==> config.mk <==
export PLATFORM = sky130hd
export DESIGN_NAME = apb_master_arb
export DESIGN_NICKNAME = d
export VERILOG_FILES = /design/src/rtl/apb_master_arb.sv
export SDC_FILE = /design/constraint.sdc
export NUM_CORES = 1
export LEC_CHECK = 0
export CORE_MARGIN = 4
export CORE_UTILIZATION = 39
export CTS_CLUSTER_SIZE = 28
export DETAILED_ROUTE_END_ITERATION = 8
export PLACE_DENSITY = 0.92
export SYNTH_ARGS = -nofsm -noshare
export SYNTH_HDL_FRONTEND = slang
export SYNTH_SLANG_ARGS = --single-unit
export TNS_END_PERCENT = 50
==> constraint.sdc <==
create_clock -name PCLK -period 2.28 [get_ports PCLK]
set_input_delay 0.342 -clock PCLK [delete_from_list [all_inputs] [get_ports PCLK]]
set_output_delay 0.342 -clock PCLK [all_outputs]
set_load 0.1 [all_outputs]
==> src/rtl/apb_master_arb.sv <==
// Two-requester round-robin APB master: one transfer at a time through SETUP/ACCESS,
// with an optional capture cycle for slaves that register PRDATA, and an ACCESS timeout.
module apb_master_arb #(
   parameter int ADDWIDTH  = 8,
   parameter int DATAWIDTH = 32,
   parameter int TIMEOUT   = 16,
   parameter int RD_LAG    = 1
) (
   input  logic                       PCLK,
   input  logic                       PRESETn,
   input  logic [1:0]                 req_valid,
   input  logic [1:0]                 req_write,
   input  logic [2*ADDWIDTH-1:0]      req_addr,
   input  logic [2*DATAWIDTH-1:0]     req_wdata,
   input  logic [2*(DATAWIDTH/8)-1:0] req_strb,
   output logic [1:0]                 req_ready,
   output logic [1:0]                 rsp_valid,
   output logic [DATAWIDTH-1:0]       rsp_rdata,
   output logic                       rsp_err,
   output logic                       PSEL,
   output logic                       PENABLE,
   output logic                       PWRITE,
   output logic [ADDWIDTH-1:0]        PADDR,
   output logic [DATAWIDTH-1:0]       PWDATA,
   output logic [DATAWIDTH/8-1:0]     PSTRB,
   input  logic                       PREADY,
   input  logic [DATAWIDTH-1:0]       PRDATA
);
   // state   | meaning
   // IDLE    | no transfer; arbitrate and accept a request
   // SETUP   | APB setup phase (PSEL=1, PENABLE=0)
   // ACCESS  | APB access phase, waiting on PREADY or timeout
   // CAPTURE | bus released; sample lagging PRDATA

   localparam int SW = DATAWIDTH / 8;
   localparam int CW = (TIMEOUT > 0) ? $clog2(TIMEOUT + 1) : 1;
   localparam logic [CW-1:0] CNT_LAST = (TIMEOUT > 0) ? CW'(TIMEOUT - 1) : '0;

   typedef enum logic [1:0] {IDLE, SETUP, ACCESS, CAPTURE} state_t;

   state_t                 state_q, state_d;
   logic                   last_q, last_d;
   logic                   gnt_q, gnt_d;
   logic [CW-1:0]          cnt_q, cnt_d;
   logic                   psel_q, psel_d;
   logic                   penable_q, penable_d;
   logic                   pwrite_q, pwrite_d;
   logic [ADDWIDTH-1:0]    paddr_q, paddr_d;
   logic [DATAWIDTH-1:0]   pwdata_q, pwdata_d;
   logic [SW-1:0]          pstrb_q, pstrb_d;
   logic [1:0]             rsp_valid_q, rsp_valid_d;
   logic                   rsp_err_q, rsp_err_d;
   logic [DATAWIDTH-1:0]   rsp_rdata_q, rsp_rdata_d;
   logic                   gnt_sel;
   logic                   timeout_hit;

   // Requester 1 wins when alone, or on contention when requester 0 went last.
   assign gnt_sel     = req_valid[1] & (~req_valid[0] | ~last_q);
   assign req_ready   = (state_q == IDLE && |req_valid) ? (2'b01 << gnt_sel) : 2'b00;
   assign timeout_hit = (TIMEOUT != 0) && (cnt_q == CNT_LAST);

   always_comb begin
      state_d     = state_q;
      last_d      = last_q;
      gnt_d       = gnt_q;
      cnt_d       = cnt_q;
      pwrite_d    = pwrite_q;
      paddr_d     = paddr_q;
      pwdata_d    = pwdata_q;
      pstrb_d     = pstrb_q;
      rsp_valid_d = 2'b00;
      rsp_err_d   = 1'b0;
      rsp_rdata_d = '0;
      case (state_q)
         IDLE: begin
            if (|req_valid) begin
               gnt_d    = gnt_sel;
               last_d   = gnt_sel;
               pwrite_d = req_write[gnt_sel];
               paddr_d  = gnt_sel ? req_addr[2*ADDWIDTH-1:ADDWIDTH] : req_addr[ADDWIDTH-1:0];
               pwdata_d = gnt_sel ? req_wdata[2*DATAWIDTH-1:DATAWIDTH] : req_wdata[DATAWIDTH-1:0];
               pstrb_d  = gnt_sel ? req_strb[2*SW-1:SW] : req_strb[SW-1:0];
               state_d  = SETUP;
            end
         end
         SETUP: begin
            cnt_d   = '0;
            state_d = ACCESS;
         end
         ACCESS: begin
            if (PREADY) begin
               if (pwrite_q || RD_LAG == 0) begin
                  state_d     = IDLE;
                  rsp_valid_d = 2'b01 << gnt_q;
                  rsp_rdata_d = pwrite_q ? '0 : PRDATA;
               end else begin
                  state_d = CAPTURE;
               end
            end else if (timeout_hit) begin
               state_d     = IDLE;
               rsp_valid_d = 2'b01 << gnt_q;
               rsp_err_d   = 1'b1;
            end else begin
               cnt_d = cnt_q + 1'b1;
            end
         end
         CAPTURE: begin
            state_d     = IDLE;
            rsp_valid_d = 2'b01 << gnt_q;
            rsp_rdata_d = PRDATA;
         end
         default: state_d = IDLE;
      endcase
      psel_d    = (state_d == SETUP) || (state_d == ACCESS);
      penable_d = (state_d == ACCESS);
   end

   always_ff @(posedge PCLK or negedge PRESETn) begin
      if (!PRESETn) begin
         state_q     <= IDLE;
         last_q      <= 1'b1;
         gnt_q       <= 1'b0;
         cnt_q       <= '0;
         psel_q      <= 1'b0;
         penable_q   <= 1'b0;
         pwrite_q    <= 1'b0;
         paddr_q     <= '0;
         pwdata_q    <= '0;
         pstrb_q     <= '0;
         rsp_valid_q <= 2'b00;
         rsp_err_q   <= 1'b0;
         rsp_rdata_q <= '0;
      end else begin
         state_q     <= state_d;
         last_q      <= last_d;
         gnt_q       <= gnt_d;
         cnt_q       <= cnt_d;
         psel_q      <= psel_d;
         penable_q   <= penable_d;
         pwrite_q    <= pwrite_d;
         paddr_q     <= paddr_d;
         pwdata_q    <= pwdata_d;
         pstrb_q     <= pstrb_d;
         rsp_valid_q <= rsp_valid_d;
         rsp_err_q   <= rsp_err_d;
         rsp_rdata_q <= rsp_rdata_d;
      end
   end

   assign PSEL      = psel_q;
   assign PENABLE   = penable_q;
   assign PWRITE    = pwrite_q;
   assign PADDR     = paddr_q;
   assign PWDATA    = pwdata_q;
   assign PSTRB     = pstrb_q;
   assign rsp_valid = rsp_valid_q;
   assign rsp_err   = rsp_err_q;
   assign rsp_rdata = rsp_rdata_q;

endmodule

# ---- Word-level counts from Yosys, hierarchy flattened
# Index checks and enable logic that the tools add are counted.
dict set report word_totals {
  register_bits 91
  input_bits 127
  word_cells 58
}
dict set report classes {
  addsub 1
  n_lt_le_gt_ge 1
  eq_ne 8
  shift 2
  n_mux 22
  n_bitwise 4
  n_reduce_logical 7
}
# operator n
set op_table {}
lappend op_table {{32-bit two-way mux} 2}
lappend op_table {{2-bit two-way mux} 8}
lappend op_table {{5-bit two-way mux} 2}
lappend op_table {{5-bit case mux with 2 select lines} 1}
lappend op_table {{8-bit two-way mux} 1}
lappend op_table {{2-bit case mux with 4 select lines} 1}
lappend op_table {{2-bit == test, second input constant} 3}
lappend op_table {{5-bit by 1-bit adder with 5-bit output, second input constant} 1}
lappend op_table {{5-bit by 4-bit == test with 1-bit output, second input constant} 1}
lappend op_table {{1-bit two-way mux} 5}
lappend op_table {{2-bit by 1-bit == test with 1-bit output, second input constant} 2}
lappend op_table {{4-bit two-way mux} 1}
lappend op_table {{2-bit inequality test, second input constant} 2}
lappend op_table {{2-bit case mux with 2 select lines} 1}
lappend op_table {{1-bit by 1-bit left shift with 2-bit output, first input constant} 2}
lappend op_table {{3-bit AND reduction} 1}
lappend op_table {{2-bit zero test} 1}
lappend op_table {{1-bit by 2-bit less-than comparator with 1-bit output, second input constant} 1}
lappend op_table {{1-bit NOT} 2}
lappend op_table {{2-bit AND reduction} 1}
lappend op_table {{2-bit nonzero test} 1}
lappend op_table {{2-bit OR reduction} 1}
lappend op_table {{1-bit AND} 1}
lappend op_table {{1-bit logical AND} 1}
lappend op_table {{other kinds (2)} 2}

# ---- Depth between registers and ports, before layout
# Gate-level depths: netlist of the first run.
dict set report depth {
  ltp_word 6
  ltp_mapped 8
  ltp_nobuf 8
}

# ---- Least setup slack after synthesis of the first run
# OpenSTA, ideal clock, no wires.
dict set report synth_timing {
  kind {reg2reg}
  from {register cnt_q[0]}
  to {register psel_q, in the netlist PSEL}
  setup_time_ns 0.063
  arrival_time_ns 1.865
  t_required_ns 2.217
  path_slack_ns 0.352
  stages_incl_launch_ff 9
  period_less_slack_ns 1.928
  path_cell_list {dfrtp_1 ha_1 and3_1 ha_1 nor2b_1 a211oi_1 mux2_2 ha_1 inv_1}
}
dict set report synth_via {
  elab_chain_len 6
}
# item line_no
set synth_lines {}
lappend synth_lines {{start: declaration} 44} ;# logic [CW-1:0] cnt_q, cnt_d;
lappend synth_lines {{start signal: assignment} 137} ;# cnt_q <= cnt_d;
lappend synth_lines {{5-bit by 4-bit == test with 1-bit output (*)} 60} ;# assign timeout_hit = (TIMEOUT != 0) && (cnt_q == CNT_LAST);
lappend synth_lines {{2-bit two-way mux (*)} 99} ;# end else if (timeout_hit) begin
lappend synth_lines {{2-bit two-way mux (*)} 91} ;# if (PREADY) begin
lappend synth_lines {{2-bit case mux with 4 select lines (*)} 74} ;# case (state_q)
lappend synth_lines {{net state_d[1]} 41} ;# state_t state_q, state_d;
lappend synth_lines {{2-bit by 1-bit == test with 1-bit output or 2-bit == test (tied branches)} 114} ;# psel_d = (state_d == SETUP) || (state_d == ACCESS);
lappend synth_lines {{1-bit logical OR (*)} 114}
lappend synth_lines {{net psel_d} 45} ;# logic psel_q, psel_d;
lappend synth_lines {{end signal: assignment} 138} ;# psel_q <= psel_d;
lappend synth_lines {{end: declaration} 45}
# The timed path passes the listed nets; every way through them passes the cells marked *.
# A chain may end at the register's enable or synchronous reset.

# ---- Final worst setup path of the first run
dict set report layout_timing {
  from {register last_q}
  to {output req_ready[0]}
}
dict set report layout_via {
  elab_chain_len 5
}
# item line_no
set layout_lines {}
lappend layout_lines {{start: declaration} 42} ;# logic last_q, last_d;
lappend layout_lines {{start signal: assignment} 135} ;# last_q <= last_d;
lappend layout_lines {{1-bit NOT} 58} ;# assign gnt_sel = req_valid[1] & (~req_valid[0] | ~last_q);
lappend layout_lines {{1-bit bitwise OR} 58}
lappend layout_lines {{1-bit AND} 58}
lappend layout_lines {{1-bit by 1-bit left shift with 2-bit output} 59} ;# assign req_ready = (state_q == IDLE && |req_valid) ? (2'b01 << gnt_sel) : 2'b00;
lappend layout_lines {{2-bit two-way mux} 59}
lappend layout_lines {{end: declaration} 16} ;# output logic [1:0] req_ready,
# Every way passes these cells.

==> summary.md, run 1 <==
| Metric | Value |
|---|---|
| Placed Instance Area | `5770 um2` |
| Max Cap Viol | `0` |
| Required time worst endpoint | `1940 ps` |
| Worst Skew | `14.7 ps` |
| Worst rel slew slack | `60.3%` |
| Xor/xnor share of the synthesized area | `0%` |
| Filler instances | `750` |
| Sequential share of the synthesized area | `60.3%` |
| Die height | `106 um` |
| Initial Util | `40.5%` |
| Final setup viols | `0` |
| Clock H-tree levels | `3` |
| Grt ovf | `0` |
| Wire length on met1 | `4820 um` |
| First-pass GRT wire length | `18500 um` |
| Met2 WL | `6170 um` |
| Clk sink count | `91` |
| Most common cell after layout, fill and taps aside | `clkdlybuf4s50_1` |
| Mean Syn Cell Area | `13.0 um2` |
| Tmin final | `2160 ps` |
| Routed len/inst | `19.0 um` |
| Worst Path Max Fanout | `46` |
| Top delay family on crit path | `simple AND/OR/NAND/NOR gates` |
| # diodes | `0` |
| Initial antenna violation count | `0` |
| HP Class | `register to register` |
| Top-level port count | `211` |
| Area delta synth->final | `59.3%` |
| Total global routing track utilization | `20.7%` |
| Top Metal Used | `met4` |
| Synth warn | `0` |
| Met3 routed WL | `676 um` |
| Bufs and invs on worst path | `1` |
| Die Footprint | `11300 um2` |
| Adder-cell area share of the yosys netlist | `0.994%` |
| Arrival time at the worst endpoint | `1810 ps` |
| CTS Buffer Depth | `2` |
| Mapped cell area | `3780 um2` |
| Hpwl dp | `8680 um` |
| Combinational family with the most area after synthesis | `compound AO/OA/AOI/OAI gates` |
| Worst-path cell chain | `nand2b_1, and3_4, buf_12` |
| Floorplan Core Area | `9330 um2` |
| Number of DRC violations after detailed-routing iteration 0 | `183` |
| Post-Synthesis Net Count | `421` |
| Post-Syn Instances | `291` |
| CTS tree | `done` |
| Most frequent cells in the layout | `clkdlybuf4s50_1, dfrtp_1, buf_4, a221o_1, a21boi_0` |
| Clk slew on worst S/H paths | `90 ps` |
| WS Path Type | `register to primary output` |
| Post-synth ARST share | `100%` |
| Die W | `106 um` |
| Seq cells post-synth | `91` |
| Slowest stage delay, CP | `570 ps` |
| Nets | `622` |
| Vias in the first global route | `3488` |
| Final hold viol count | `0` |
| Max Clock Freq | `464 MHz` |
| Register area | `2280 um2` |
| Netlist cell types | `36` |
| Pin count of the biggest net entering global routing | `49` |
| WL final | `11900 um` |
| Pre-antenna DRT Iters | `4` |
| Worst setup SP type | `register` |
| Status | `complete, no violations` |
| Mux contribution to synthesized area | `0.828%` |
| Port Buf Inserts | `210` |
| RD Place Congestion | `0.747` |
| Clock Latency Late Sink | `350 ps` |
| Antenna Nets Post-Route | `0` |
| Number of vias in the routed layout | `3334` |
| TritonCTS Buffers | `9` |
| Share of layout cells above drive strength 1 | `23.3%` |
| Vias per std cell | `5.33` |
| Post-synthesis compound-gate area fraction | `23.4%` |
| DRC Markers | `0` |
| # Post-CTS Setup Buffers | `0` |
| Top FF cell, synth | `dfrtp_1` |
| Footprint of the multi-input gates | `1330 um2` |
| Slowest-stage cell, CP | `dfstp_2` |
| Final instance area | `6020 um2` |
| Simple-gate area share of the yosys netlist | `9.68%` |
| EDFF count, synth | `0` |
| Final period util | `94.5%` |
| Root buffer cell | `clkbuf_8` |
| RSZ-0062 raised after global routing | `false` |
| Core Rows | `35` |
| Max-slew violations | `0` |
| Setup crit end kind | `primary output` |
| Slew @ Worst Pin | `595 ps` |
==> cell families after synthesis <==
family                   after synthesis
AO/OA/AOI/OAI                        104
AND/OR/NAND/NOR                       59
adder cells (fa/ha/maj)                3
buffers and inverters                 31
multiplexers                           3
flip-flops                            91
==> per-layer routing <==
| layer | global-route usage, % | up-vias |
|---|---|---|
| li1 | - | 1509 |
| met1 | 25.6 | 1673 |
| met2 | 36.5 | 136 |
| met3 | 3.46 | 16 |
| met4 | 7.59 | 0 |
| met5 | 0 | - |
==> metrics by stage <==
| step | cells | setup WS, ps | hold WS [ps] | setup TNS, ps | util [%] |
|---|---|---|---|---|---|
| 2_1_floorplan | 291 | 352 | 46.4 | 0 | - |
| 3_3_place_gp | 609 | 46.9 | 372 | 0 | 61.8 |
| 3_5_place_dp | 609 | -0.125 | 386 | -0.125 | 61.8 |
| 4_1_cts | 626 | 94.4 | 479 | 0 | 64.5 |
| 5_1_grt | 626 | 23.2 | 495 | 0 | 64.5 |
| 6_report | 626 | 124 | 476 | 0 | 64.5 |
==> what timing repair did <==
| item | CTS | global route |
|---|---|---|
| pin swaps | 0 | 0 |
| endpoints found under the setup margin | 1 | 1 |
| endpoints found under the hold margin | 15 | 0 |
| hold buffers | 1 | 0 |
| cloned | 0 | 0 |
| gates resized for setup | 1 | 1 |
==> layout make-up <==
type | instances | share of cell area [%]
flip-flops and latches | 91 | 37.9
multi-input cells | 169 | 22.1
repair buffers | 219 | 33.4
clock inverters | 6 | 1.56
clock buffers | 10 | 2.29
inverters | 2 | 0.125
well taps | 129 | 2.68
==> flip-flops by register name, summed over array words and instances, names as in the netlist <==
signal	cells
PENABLE	1
state_q	2
rsp_valid	2
PSEL	1
gnt_q	1
rsp_rdata	32
PWDATA	32
rsp_err	1
cnt_q	5
PSTRB	4
PWRITE	1
last_q	1
PADDR	8
==> worst paths after layout <==
check | from | to | slack, ps | cells after the start
hold reg to reg | gnt_q | rsp_valid[0] | 480 | 1
setup reg to reg | cnt_q[0] | PSEL | 230 | 8
min in group asynchronous | PRESETn | rsp_rdata[16] | 530 | 2
hold / removal | gnt_q | rsp_valid[0] | 480 | 1
setup / recovery | last_q | req_ready[0] | 120 | 3
max in group asynchronous | PRESETn | last_q | 1020 | 3
==> Yosys cell counts, types with 5 or more instances <==
cell type,instances,share of area (%)
a21boi_0,40,8.0
clkbuf_1,15,1.5
dfrtp_1,90,60
and3_1,35,5.8
buf_2,6,0.80
nand2_1,7,0.70
o21ai_0,5,0.66
a21boi_1,5,0.99
a221o_1,45,12
buf_6,7,2.1
Power of run 1 is not shown: default switching activity piles up to over one toggle a cycle in this logic, so the estimate is an artifact.
==> run 2: changes to the inputs <==
==> constraint.sdc (replaced) <==
create_clock -name PCLK -period 2.17 [get_ports PCLK]
set_input_delay 0.3255 -clock PCLK [delete_from_list [all_inputs] [get_ports PCLK]]
set_output_delay 0.3255 -clock PCLK [all_outputs]
set_load 0.01 [all_outputs]
==> summary.md, run 2 (same netlist as run 1, synthesis figures left out) <==
| Metric | Value |
|---|---|
| Status | `complete, no violations` |
| Initial Util | `40.5%` |
| Most frequent cells in the layout | `clkdlybuf4s50_1, dfrtp_1, a221o_1, a21boi_0, and3_1` |
| Placed Instance Area | `5970 um2` |
| Post-placement cell count | `611` |
| Clk sink count | `91` |
| Number of vias in the routed layout | `3265` |
| Number of DRC violations after detailed-routing iteration 0 | `200` |
| Vias per std cell | `5.21` |
| Clk slew on worst S/H paths | `90 ps` |
| First-pass GRT wire length | `18200 um` |
| Total negative setup slack | `0 ps` |
| Share of layout cells above drive strength 1 | `6.63%` |
| Sequential Power Share | `36.0%` |
| CTS tree | `done` |
| # Post-CTS Setup Buffers | `0` |
| Final setup viols | `0` |
| Setup crit end kind | `primary output` |
| Nets | `624` |
| Grt ovf | `0` |
| # diodes | `0` |
| Worst-case reg-to-reg path depth | `8` |
| Final hold viol count | `0` |
| Hpwl dp | `8700 um` |
| TritonCTS Buffers | `9` |
| R2R Setup Slk | `180 ps` |
| Reg2Reg Capture Point | `PSEL` |
| Net switching power | `2.40 mW` |
| Root buffer cell | `clkbuf_8` |
| Pre-antenna DRT Iters | `4` |
| Worst setup SP type | `register` |
| Clock Latency Late Sink | `350 ps` |
| Total power draw | `7.28 mW` |
| Final period util | `94.0%` |
| Slew @ Worst Pin | `495 ps` |
| Tmin final | `2040 ps` |
| Worst Skew | `14.9 ps` |
| RD Place Congestion | `0.752` |
| Clk network pwr share | `16.9%` |
| Required time worst endpoint | `1840 ps` |
| Port Buf Inserts | `210` |
| Worst rel slew slack | `67.0%` |
| Antenna Nets Post-Route | `0` |
| Initial antenna violation count | `0` |
| Total global routing track utilization | `20.5%` |
| Pin count of the biggest net entering global routing | `49` |
| Arrival time at the worst endpoint | `1710 ps` |
| Vias in the first global route | `3458` |
| R2R Path Start | `cnt_q[0]` |
| Routed len/inst | `18.7 um` |
| Max-slew violations | `0` |
| Logic pwr share | `47.1%` |
| Sw frac | `33.0%` |
| CTS Buffer Depth | `2` |
| Top-level port count | `211` |
| Floorplan Core Area | `9330 um2` |
| Die Footprint | `11300 um2` |
| Most common cell after layout, fill and taps aside | `clkdlybuf4s50_1` |
| Pwr per Cell Area | `1170 nW/um2` |
| Pint | `4.88 mW` |
| Area delta synth->final | `64.2%` |
| Core Rows | `35` |
| HP Class | `input port to asynchronous set/reset pin` |
| Die W | `106 um` |
| Max Clock Freq | `490 MHz` |
| Pleak | `2.74 nW` |
| WS Path Type | `register to primary output` |
| Max Cap Viol | `0` |
| RSZ-0062 raised after global routing | `false` |
| Worst-path cell chain | `nor2_4, and3_2, clkdlybuf4s50_1` |
| DRC Markers | `0` |
| Worst Path Max Fanout | `5` |
| Die height | `106 um` |
| Slowest-stage cell, CP | `clkdlybuf4s50_1` |
| Non-Filler Instances | `627` |
| Maximum resistive drop on vdd | `0.546 mV` |
| Final instance area | `6200 um2` |
| Slowest stage delay, CP | `550 ps` |
| Clock H-tree levels | `3` |
| WL final | `11700 um` |
| Filler instances | `721` |
==> run 2: worst max path at each step <==
stage            startpoint           end  slack, ps  depth (start not counted)
2_1_floorplan      cnt_q[0]          PSEL        250                          8
3_3_place_gp   req_valid[1]  req_ready[0]        120                          4
3_5_place_dp   req_valid[1]  req_ready[0]        120                          4
4_1_cts              last_q  req_ready[0]         10                          3
5_1_grt          state_q[1]  req_ready[1]         60                          3
6_report         state_q[1]  req_ready[1]        130                          3
==> run 2: final cells by class <==
| type | instances | area, um2 | area share, % |
|---|---|---|---|
| Sequential cell | 91 | 2280 | 36.7 |
| Timing Repair Buffer | 221 | 2210 | 35.7 |
| Multi-Input combinational cell | 169 | 1330 | 21.4 |
| Tap cell | 129 | 161 | 2.60 |
| Clock buffer | 9 | 124 | 2.00 |
| Clock inverter | 6 | 90.1 | 1.45 |
| Inverter | 2 | 7.51 | 0.121 |
==> run 2: repair_timing <==
item / in CTS / in global routing
endpoints found under the hold margin: 32 / 0
gates resized for setup: 1 / 2
hold buffers: 1 / 0
pin swaps: 0 / 0
setup endpoints to repair: 1 / 2
==> run 2: power groups by stage <==
stage          combinational [mW]  clock [mW]  sequential, mW
2_1_floorplan                1.47           0            2.87
3_3_place_gp                 3.33           0            2.62
3_5_place_dp                 3.45           0            2.64
4_1_cts                      3.47        1.26            2.62
5_1_grt                      3.72        1.35            2.69
6_report                     3.43        1.23            2.62
==> run 2: per-layer routing <==
| layer | vias up | part of all wire, % | global-route usage [%] | wire length (um) |
|---|---|---|---|---|
| met1 | 1605 | 39 | 24.8 | 4610 |
| met4 | 0 | 2.2 | 7.40 | 262 |
| met3 | 17 | 6.2 | 4.37 | 725 |
| met2 | 133 | 52 | 35.9 | 6130 |
| met5 | - | 0 | 0 | 0 |
| li1 | 1510 | - | - | - |
==> run 2: stage by stage <==
stage	worst slack (ps)	util (%)	hold WS [ps]
floorplan	246	-	29.9
global placement	120	64.0	314
detailed placement	115	64.0	320
CTS	13.8	66.4	478
global route	56.2	66.5	487
finish	130	66.5	476
==> run 2: critical path: cells and delay by family, from the launching register on <==
kind	cells	cell delay [ps]
AND/OR/NAND/NOR	2	410
buffers and inverters	1	550
flip-flops	1	410
Note: power is estimated with default switching activity, not from simulation.
==> run 3: changes to the inputs <==
==> constraint.sdc (replaced) <==
create_clock -name PCLK -period 2.15 [get_ports PCLK]
set_input_delay 0.3225 -clock PCLK [delete_from_list [all_inputs] [get_ports PCLK]]
set_output_delay 0.3225 -clock PCLK [all_outputs]
set_load 0.01 [all_outputs]
==> summary.md, run 3 (same netlist as run 1, synthesis figures left out) <==
| Metric | Value |
|---|---|
| # Post-CTS Setup Buffers | `0` |
| Pin count of the biggest net entering global routing | `47` |
| Final period util | `94.0%` |
| RSZ-0062 raised after global routing | `false` |
| Pre-antenna DRT Iters | `4` |
| RD Place Congestion | `0.759` |
| CTS tree | `done` |
| Hpwl dp | `8660 um` |
| R2R Setup Slk | `130 ps` |
| # diodes | `0` |
| Required time worst endpoint | `2430 ps` |
| Slew @ Worst Pin | `493 ps` |
| Worst-case reg-to-reg path depth | `8` |
| Filler instances | `707` |
| Grt ovf | `0` |
| Finished Core Util | `66.2%` |
| Worst setup SP type | `register` |
| Setup crit end kind | `register` |
| Max Cap Viol | `0` |
| Initial antenna violation count | `0` |
| HP Class | `input port to asynchronous set/reset pin` |
| Vias in the first global route | `3510` |
| Clk sink count | `91` |
| Root buffer cell | `clkbuf_8` |
| Vias per std cell | `5.26` |
| Nets | `624` |
| Clock H-tree levels | `3` |
| Status | `complete, no violations` |
| Die Footprint | `11300 um2` |
| WS Path Type | `register to register` |
| Floorplan Core Area | `9330 um2` |
| DRC Markers | `0` |
| Share of layout cells above drive strength 1 | `6.61%` |
| Total global routing track utilization | `20.5%` |
| Number of DRC violations after detailed-routing iteration 0 | `183` |
| Final setup viols | `0` |
| TritonCTS Buffers | `9` |
| Worst Skew | `14.2 ps` |
| Final hold viol count | `0` |
| Core Rows | `35` |
| Top-level port count | `211` |
| First-pass GRT wire length | `18300 um` |
| Pwr per Cell Area | `1160 nW/um2` |
| Worst Path Max Fanout | `6` |
| Total power draw | `7.19 mW` |
| WL final | `11700 um` |
| Worst rel slew slack | `67.1%` |
| Area delta synth->final | `63.5%` |
| Routed len/inst | `18.6 um` |
| Worst hold slack | `399 ps` |
| Pleak | `2.73 nW` |
| Initial Util | `40.5%` |
| Clk slew on worst S/H paths | `100 ps` |
| Reg2Reg Capture Point | `PSEL` |
| Antenna Nets Post-Route | `0` |
| Die height | `106 um` |
| Clock Latency Late Sink | `340 ps` |
| Number of vias in the routed layout | `3302` |
| Die W | `106 um` |
| Maximum resistive drop on vdd | `0.561 mV` |
| Tmin final | `2020 ps` |
| Max-slew violations | `0` |
| Total negative setup slack | `0 ps` |
| Max Clock Freq | `495 MHz` |
| Non-Filler Instances | `628` |
| CTS Buffer Depth | `2` |
| Port Buf Inserts | `210` |
| Most common cell after layout, fill and taps aside | `clkdlybuf4s50_1` |
| R2R Path Start | `cnt_q[0]` |
| Post-placement cell count | `611` |
| Most frequent cells in the layout | `clkdlybuf4s50_1, dfrtp_1, a221o_1, a21boi_0, and3_1` |
| Arrival time at the worst endpoint | `2300 ps` |
## run 3: cell count changes in the layout (fill, tap and decap cells not counted), sizes merged
cell           delta
clkbuf            +1
inv               +3
dlygate4sd2       +1
bufinv            -2
clkinv            -1
clkdlybuf4s50     -1
## run 3: power by group
| group | switching (mW) | internal, mW | leakage [nW] |
|---|---|---|---|
| Sequential | 0.311 | 2.33 | 1.18 |
| Clock | 0.623 | 0.448 | 0.0913 |
| Combinational | 1.54 | 1.94 | 1.46 |
## run 3: metrics by stage
stage                     worst slack [ps]  cell area (um2)
after floorplan                        226             3780
after global placement                 108             5970
after detailed placement              93.4             5970
after CTS                             13.5             6160
after global routing                  19.0             6170
final                                  130             6170
## run 3: layout make-up
| class | instances | area [um2] | area share, % |
|---|---|---|---|
| Clock buffer | 10 | 128 | 2.07 |
| Clock inverter | 6 | 56.3 | 0.912 |
| Inverter | 2 | 7.51 | 0.122 |
| Multi-Input combinational cell | 169 | 1330 | 21.6 |
| Sequential cell | 91 | 2280 | 36.9 |
| Tap cell | 129 | 161 | 2.61 |
| Timing Repair Buffer | 221 | 2210 | 35.8 |
## run 3: worst max-delay path by stage
| stage | from | endpoint | slack [ps] | depth (start not counted) |
|---|---|---|---|---|
| after floorplan | cnt_q[0] | PSEL | 230 | 8 |
| after global placement | req_valid[1] | req_ready[0] | 110 | 4 |
| after detailed placement | req_valid[1] | req_ready[0] | 90 | 4 |
| after CTS | state_q[1] | req_ready[1] | 10 | 3 |
| after global routing | cnt_q[0] | PSEL | 20 | 8 |
| final | cnt_q[0] | PSEL | 130 | 8 |
## run 3: worst max-delay path: stages (launching register included)
cell and delay [ps]:
dfrtp_1 430, ha_1 220, and3_1 180, ha_1 240
nor2b_1 170, a211oi_2 240, mux2_2 200, ha_1 220
inv_1 50
## run 3: layer usage
layer,wire [um],vias up,track usage [%]
met1,4490,1608,23.8
met3,763,26,4.01
met5,0,-,0
li1,-,1514,-
met4,314,0,7.77
met2,6140,154,37.1
## run 3: timing repair
action                                  4_1_cts  5_1_grt
pin swaps                                     0        1
resized for setup                             2        3
endpoints found under the setup margin        1        2
hold endpoints to repair                     17        0
hold buffers                                  1        0
==> RTL edit 1, RTL diff (flow settings as in run 2) <==
The output `rsp_err` loses its register stage (`rsp_err_q` becomes a continuous assignment).
--- a/src/rtl/apb_master_arb.sv
+++ b/src/rtl/apb_master_arb.sv
@@ -128,7 +128,6 @@
          pwdata_q    <= '0;
          pstrb_q     <= '0;
          rsp_valid_q <= 2'b00;
-         rsp_err_q   <= 1'b0;
          rsp_rdata_q <= '0;
       end else begin
          state_q     <= state_d;
@@ -142,10 +141,11 @@
          pwdata_q    <= pwdata_d;
          pstrb_q     <= pstrb_d;
          rsp_valid_q <= rsp_valid_d;
-         rsp_err_q   <= rsp_err_d;
          rsp_rdata_q <= rsp_rdata_d;
       end
    end
+
+   assign rsp_err_q = rsp_err_d;
 
    assign PSEL      = psel_q;
    assign PENABLE   = penable_q;
Behaviour: same outputs for any inputs over 10 cycles, from zero or initial values and one cycle with PRESETn low; that may be too few to reach the edited logic, so the function may still have changed.
==> RTL edit 1 against run 2 <==
Worst setup slack lost 38 ps. Sequential cell count down 1. Design area hardly changed. Routed wire length increased by 1.1%. Register-to-register slack lost 40 ps. Power grew 1.5%. Area after synthesis shrank 0.66%. First-iteration DRC count grew 2.5%. Critical endpoint is now req_ready[0]. Largest cell class unchanged.
==> RTL edit 1: results (changes against run 2) <==
worst-path fanout max: 3 (-2)
sequential share of cell area: 36.3% (-0.41 points)
drt wl/cell: 18.8 µm (+0.46%)
multi-input gates: 169 (unchanged)
nets: 627 (+0.48%)
n_diodes: 0 (unchanged)
CTS clk-pin slew, worst paths: 100 ps
register area share after synthesis: 60.1% (-0.26 points)
Synth area leaders: dfrtp_1 59%, a221o_1 12%, a21boi_0 8.0%
M1 WL: 4780 µm (+3.6%)
met2 WL: 6300 µm (+2.7%)
vias in the first global route: 3558 (+2.9%)
Clock Path Buffers: 2 (unchanged)
DP HPWL: 8500 µm (-2.3%)
Data buffer area share: 35.8% (+0.15 points)
violation count after the first detailed-route iteration: 205 (+2.5%)
H-tree levels: 3 (unchanged)
GPL Wtd Cong: 0.743 (-1.2%)
met3 routed WL: 595 µm (-18%)
Worst Skew: 15.9 ps (+0.997 ps)
clock-cell share of area: 3.73% (+0.28 points)
Setup WS pre-CTS: 78.1 ps (-37.0 ps)
first-pass detailed-route iteration total: 4 (unchanged)
post-synth cell types: 36 (unchanged)
Async SR Flop Fraction: 100% (unchanged)
IO Port Bufs: 210 (unchanged)
Inverters: 2 (unchanged)
slew at the pin with the worst max-slew slack: 488 ps (-6.38 ps)
via/cell ratio: 5.23 (+0.34%)
worst-skew pair later-pin latency: 350 ps (about the same)
synth cell count leaders: 89 x dfrtp_1, 45 x a221o_1, 40 x a21boi_0
initial antenna violation count: 0 (unchanged)
layout cells sized above 1: 7.77% (+1.1 points)
CTS Buf Count: 9 (unchanged)
Worst Path Arrival: 1750 ps (+40 ps)
type of the worst min-delay path: in2async
bufs w/o clock: 225 (+1.8%)
ys flop type: dfrtp_1
Filler cells: 721 (unchanged)
first-pass GRT wire length: 18800 µm (+3.1%)
Yosys warning total: 0 (unchanged)
layout clock buffer count: 9 (unchanged)
largest net degree at the start of global routing: 59 (+20%)
maximum vdd ir drop: 0.000653 V (+19%)
Global Route met3 Usage: 3.83% (-0.55 points)
syn nets: 420 (-0.24%)
met1 Use GR: 25.5% (+0.63 points)
sequential cells: 90 (-1.1%)
GRT Util Overall: 21.1% (+0.56 points)
uppermost routed layer: met4
GR Util met2: 38.0% (+2.1 points)
status: finished, final reports clean
clk root buf: clkbuf_8
footprint of the multi-input gates: 1330 µm² (about the same)
Leak Pwr: 0.00274 µW (-0.21%)
[RTL edit 1: cell count changes after synthesis]
| cell | delta |
|---|---|
| dfrtp_1 | -1 |
[RTL edit 1: power by group]
| part | switching, µW | internal (µW) | total [µW] |
|---|---|---|---|
| Combinational | 1530 | 1940 | 3470 |
| Clock | 642 | 673 | 1320 |
| Sequential | 309 | 2290 | 2600 |
| Total | 2480 | 4900 | 7390 |
[RTL edit 1: worst paths after layout]
kind / from / endpoint / slack [ps] / cells after the start
max: last_q / req_ready[0] / 90 / 3
min: PRESETn / rsp_rdata[28] / 450 / 2
max reg2reg: cnt_q[0] / PSEL / 140 / 8
min reg2reg: gnt_q / rsp_valid[0] / 470 / 1
max in group asynchronous: PRESETn / last_q / 1020 / 3
min in group PCLK: gnt_q / rsp_valid[0] / 470 / 1
[RTL edit 1: metrics by stage]
stage / std cells / area, µm² / utilization, %
after floorplan: 290 / 3750 / -
after global placement: 611 / 5940 / 63.9
after detailed placement: 611 / 5940 / 63.9
after CTS: 630 / 6190 / 66.7
after global routing: 631 / 6200 / 66.8
final: 631 / 6200 / 66.8
[RTL edit 1: logic make-up (layout without fill, tap and decap cells)]
family | count (synthesis) | after routing | synth area share, %
buf+inv | 31 | 243 | 4.80
mux | 3 | 3 | 0.834
compound gates | 104 | 104 | 23.5
flops | 90 | 90 | 60.1
fa+ha+maj | 3 | 3 | 1.00
simple gates | 59 | 59 | 9.74
[RTL edit 1: repair_timing]
action / 4_1_cts / 5_1_grt
endpoints found under the setup margin: 1 / 3
buffers inserted: 2 / 1
hold buffers: 1 / 0
endpoints found under the hold margin: 32 / 0
cloned: 0 / 0
resized for setup: 3 / 4
[RTL edit 1: worst max-delay path, cell delays in order (launching register included)]
cell and delay, ps:
dfstp_2 550, nand2b_1 90, and3_1 200, clkdlybuf4s50_1 580
==> RTL edit 2, RTL diff (settings of run 2) <==
Made on the original files. The parameter `TIMEOUT` goes from 16 to 32.
--- a/src/rtl/apb_master_arb.sv
+++ b/src/rtl/apb_master_arb.sv
@@ -3,7 +3,7 @@
 module apb_master_arb #(
    parameter int ADDWIDTH  = 8,
    parameter int DATAWIDTH = 32,
-   parameter int TIMEOUT   = 16,
+   parameter int TIMEOUT   = 32,
    parameter int RD_LAG    = 1
 ) (
    input  logic                       PCLK,
Formal check against the unedited RTL: no difference found for any inputs over 10 cycles, from zero or initial values and one cycle with PRESETn low; that may be too few to reach the edited logic, so the function may still have changed.
==> RTL edit 2 against run 2 <==
Design area fell by 1.9%. Area after synthesis fell by 2.4%. Worst setup slack improved by 65 ps. Synthesized cell count rose by 3.1%. Highest routed layer unchanged. Global-route usage rose by 0.11 points. Sequential cell count rose by 1. Routed wire length fell by 3.0%. First-iteration DRC count rose by 65%. Power fell by 2.6%. Cell count rose by 1.8%. Largest power group unchanged.
==> RTL edit 2: results (changes against run 2) <==
family with the most delay on the worst path: flip-flops
final wirelength: 11400 µm (-3.0%)
violation count after the first detailed-route iteration: 330 (+65%)
slack of the worst reg-to-reg path: 330 ps (+150 ps)
cell total after placement: 622 (+1.8%)
M1 WL: 4280 µm (-7.1%)
first-pass GRT wire length: 18200 µm (-0.15%)
top-area cell type share of the netlist area: 61.8% (+2.2 points)
layout cells sized above 1: 6.09% (-0.54 points)
slew at the pin with the worst max-slew slack: 598 ps (+103 ps)
Slowest Stage Delay on Critical Path: 530 ps (-20 ps)
Filler cells: 692 (-4.0%)
register area share after synthesis: 62.5% (+2.2 points)
first-pass detailed-route iteration total: 9 (+5)
DP HPWL: 8380 µm (-3.6%)
syn nets: 429 (+1.9%)
met2 WL: 6080 µm (-0.82%)
worst-path fanout max: 2 (-3)
type of the worst min-delay path: reg2reg
post-synth cell types: 37 (+2.8%)
Leak Pwr: 0.00293 µW (+6.9%)
nets: 634 (+1.6%)
status: finished, final reports clean
synth cell count leaders: 91 x dfrtp_1, 53 x inv_1, 45 x a222oi_1
Worst Skew: 13.4 ps (-1.49 ps)
CP max-delay cell: dfstp_2
RTL edit 2: changes by cell type in the layout (fill, tap and decap cells not counted), sizes merged, moves of 3 or more:
| cell | change |
|---|---|
| nor2 | +4 |
| nand3 | +3 |
| inv | +50 |
| a21oi | +5 |
| a221o | -45 |
| a21boi | -45 |
| a222oi | +45 |
RTL edit 2: logic make-up (layout without fill, tap and decap cells):
kind of cell,count (synthesis),after routing,synth area share [%]
AOI/OAI and AO/OA,65,65,16.7
adders and majority gates,2,2,0.679
buffers and inverters,78,287,9.95
DFF,92,92,62.5
muxes,2,2,0.577
and+or+nand+nor,61,61,9.61
RTL edit 2: per-layer routing:
| metal | up-vias | track usage, % |
|---|---|---|
| li1 | 1506 | - |
| met5 | - | 0 |
| met4 | 0 | 8.34 |
| met3 | 24 | 4.76 |
| met2 | 167 | 37.1 |
| met1 | 1614 | 23.4 |
RTL edit 2: layout make-up:
class                           count  share of cell area (%)
Sequential cell                    92                    37.9
Clock buffer                        9                    2.04
Inverter                           53                    3.27
Multi-Input combinational cell    130                    16.8
Tap cell                          129                    2.65
Clock inverter                      6                    1.48
Timing Repair Buffer              219                    35.9
RTL edit 2: worst max path at each step:
stage	startpoint	endpoint	slack, ps	cells after the start
after floorplan	cnt_q[0]	PSEL	550	7
after global placement	req_valid[1]	req_ready[0]	30	3
after detailed placement	req_valid[1]	req_ready[0]	30	3
after CTS	state_q[1]	req_ready[1]	60	3
after global routing	last_q	req_ready[0]	80	3
final	last_q	req_ready[0]	200	3
RTL edit 2: stage by stage:
stage	setup WS, ps	utilization, %	power [µW]
2_1_floorplan	545	-	4240
3_3_place_gp	29.6	63.4	5750
3_5_place_dp	25.4	63.4	5910
4_1_cts	58.3	65.8	7160
5_1_grt	84.8	65.8	7560
6_report	195	65.8	7080
RTL edit 2: timing repair:
action / CTS / global route
gates resized for setup: 1 / 1
endpoints found under the setup margin: 1 / 1
hold buffers: 1 / 0
endpoints found under the hold margin: 36 / 0
RTL edit 2: power breakdown:
part | internal (µW) | switching, µW
Sequential | 2320 | 340
Clock | 645 | 592
Combinational | 1680 | 1510
Total | 4640 | 2440
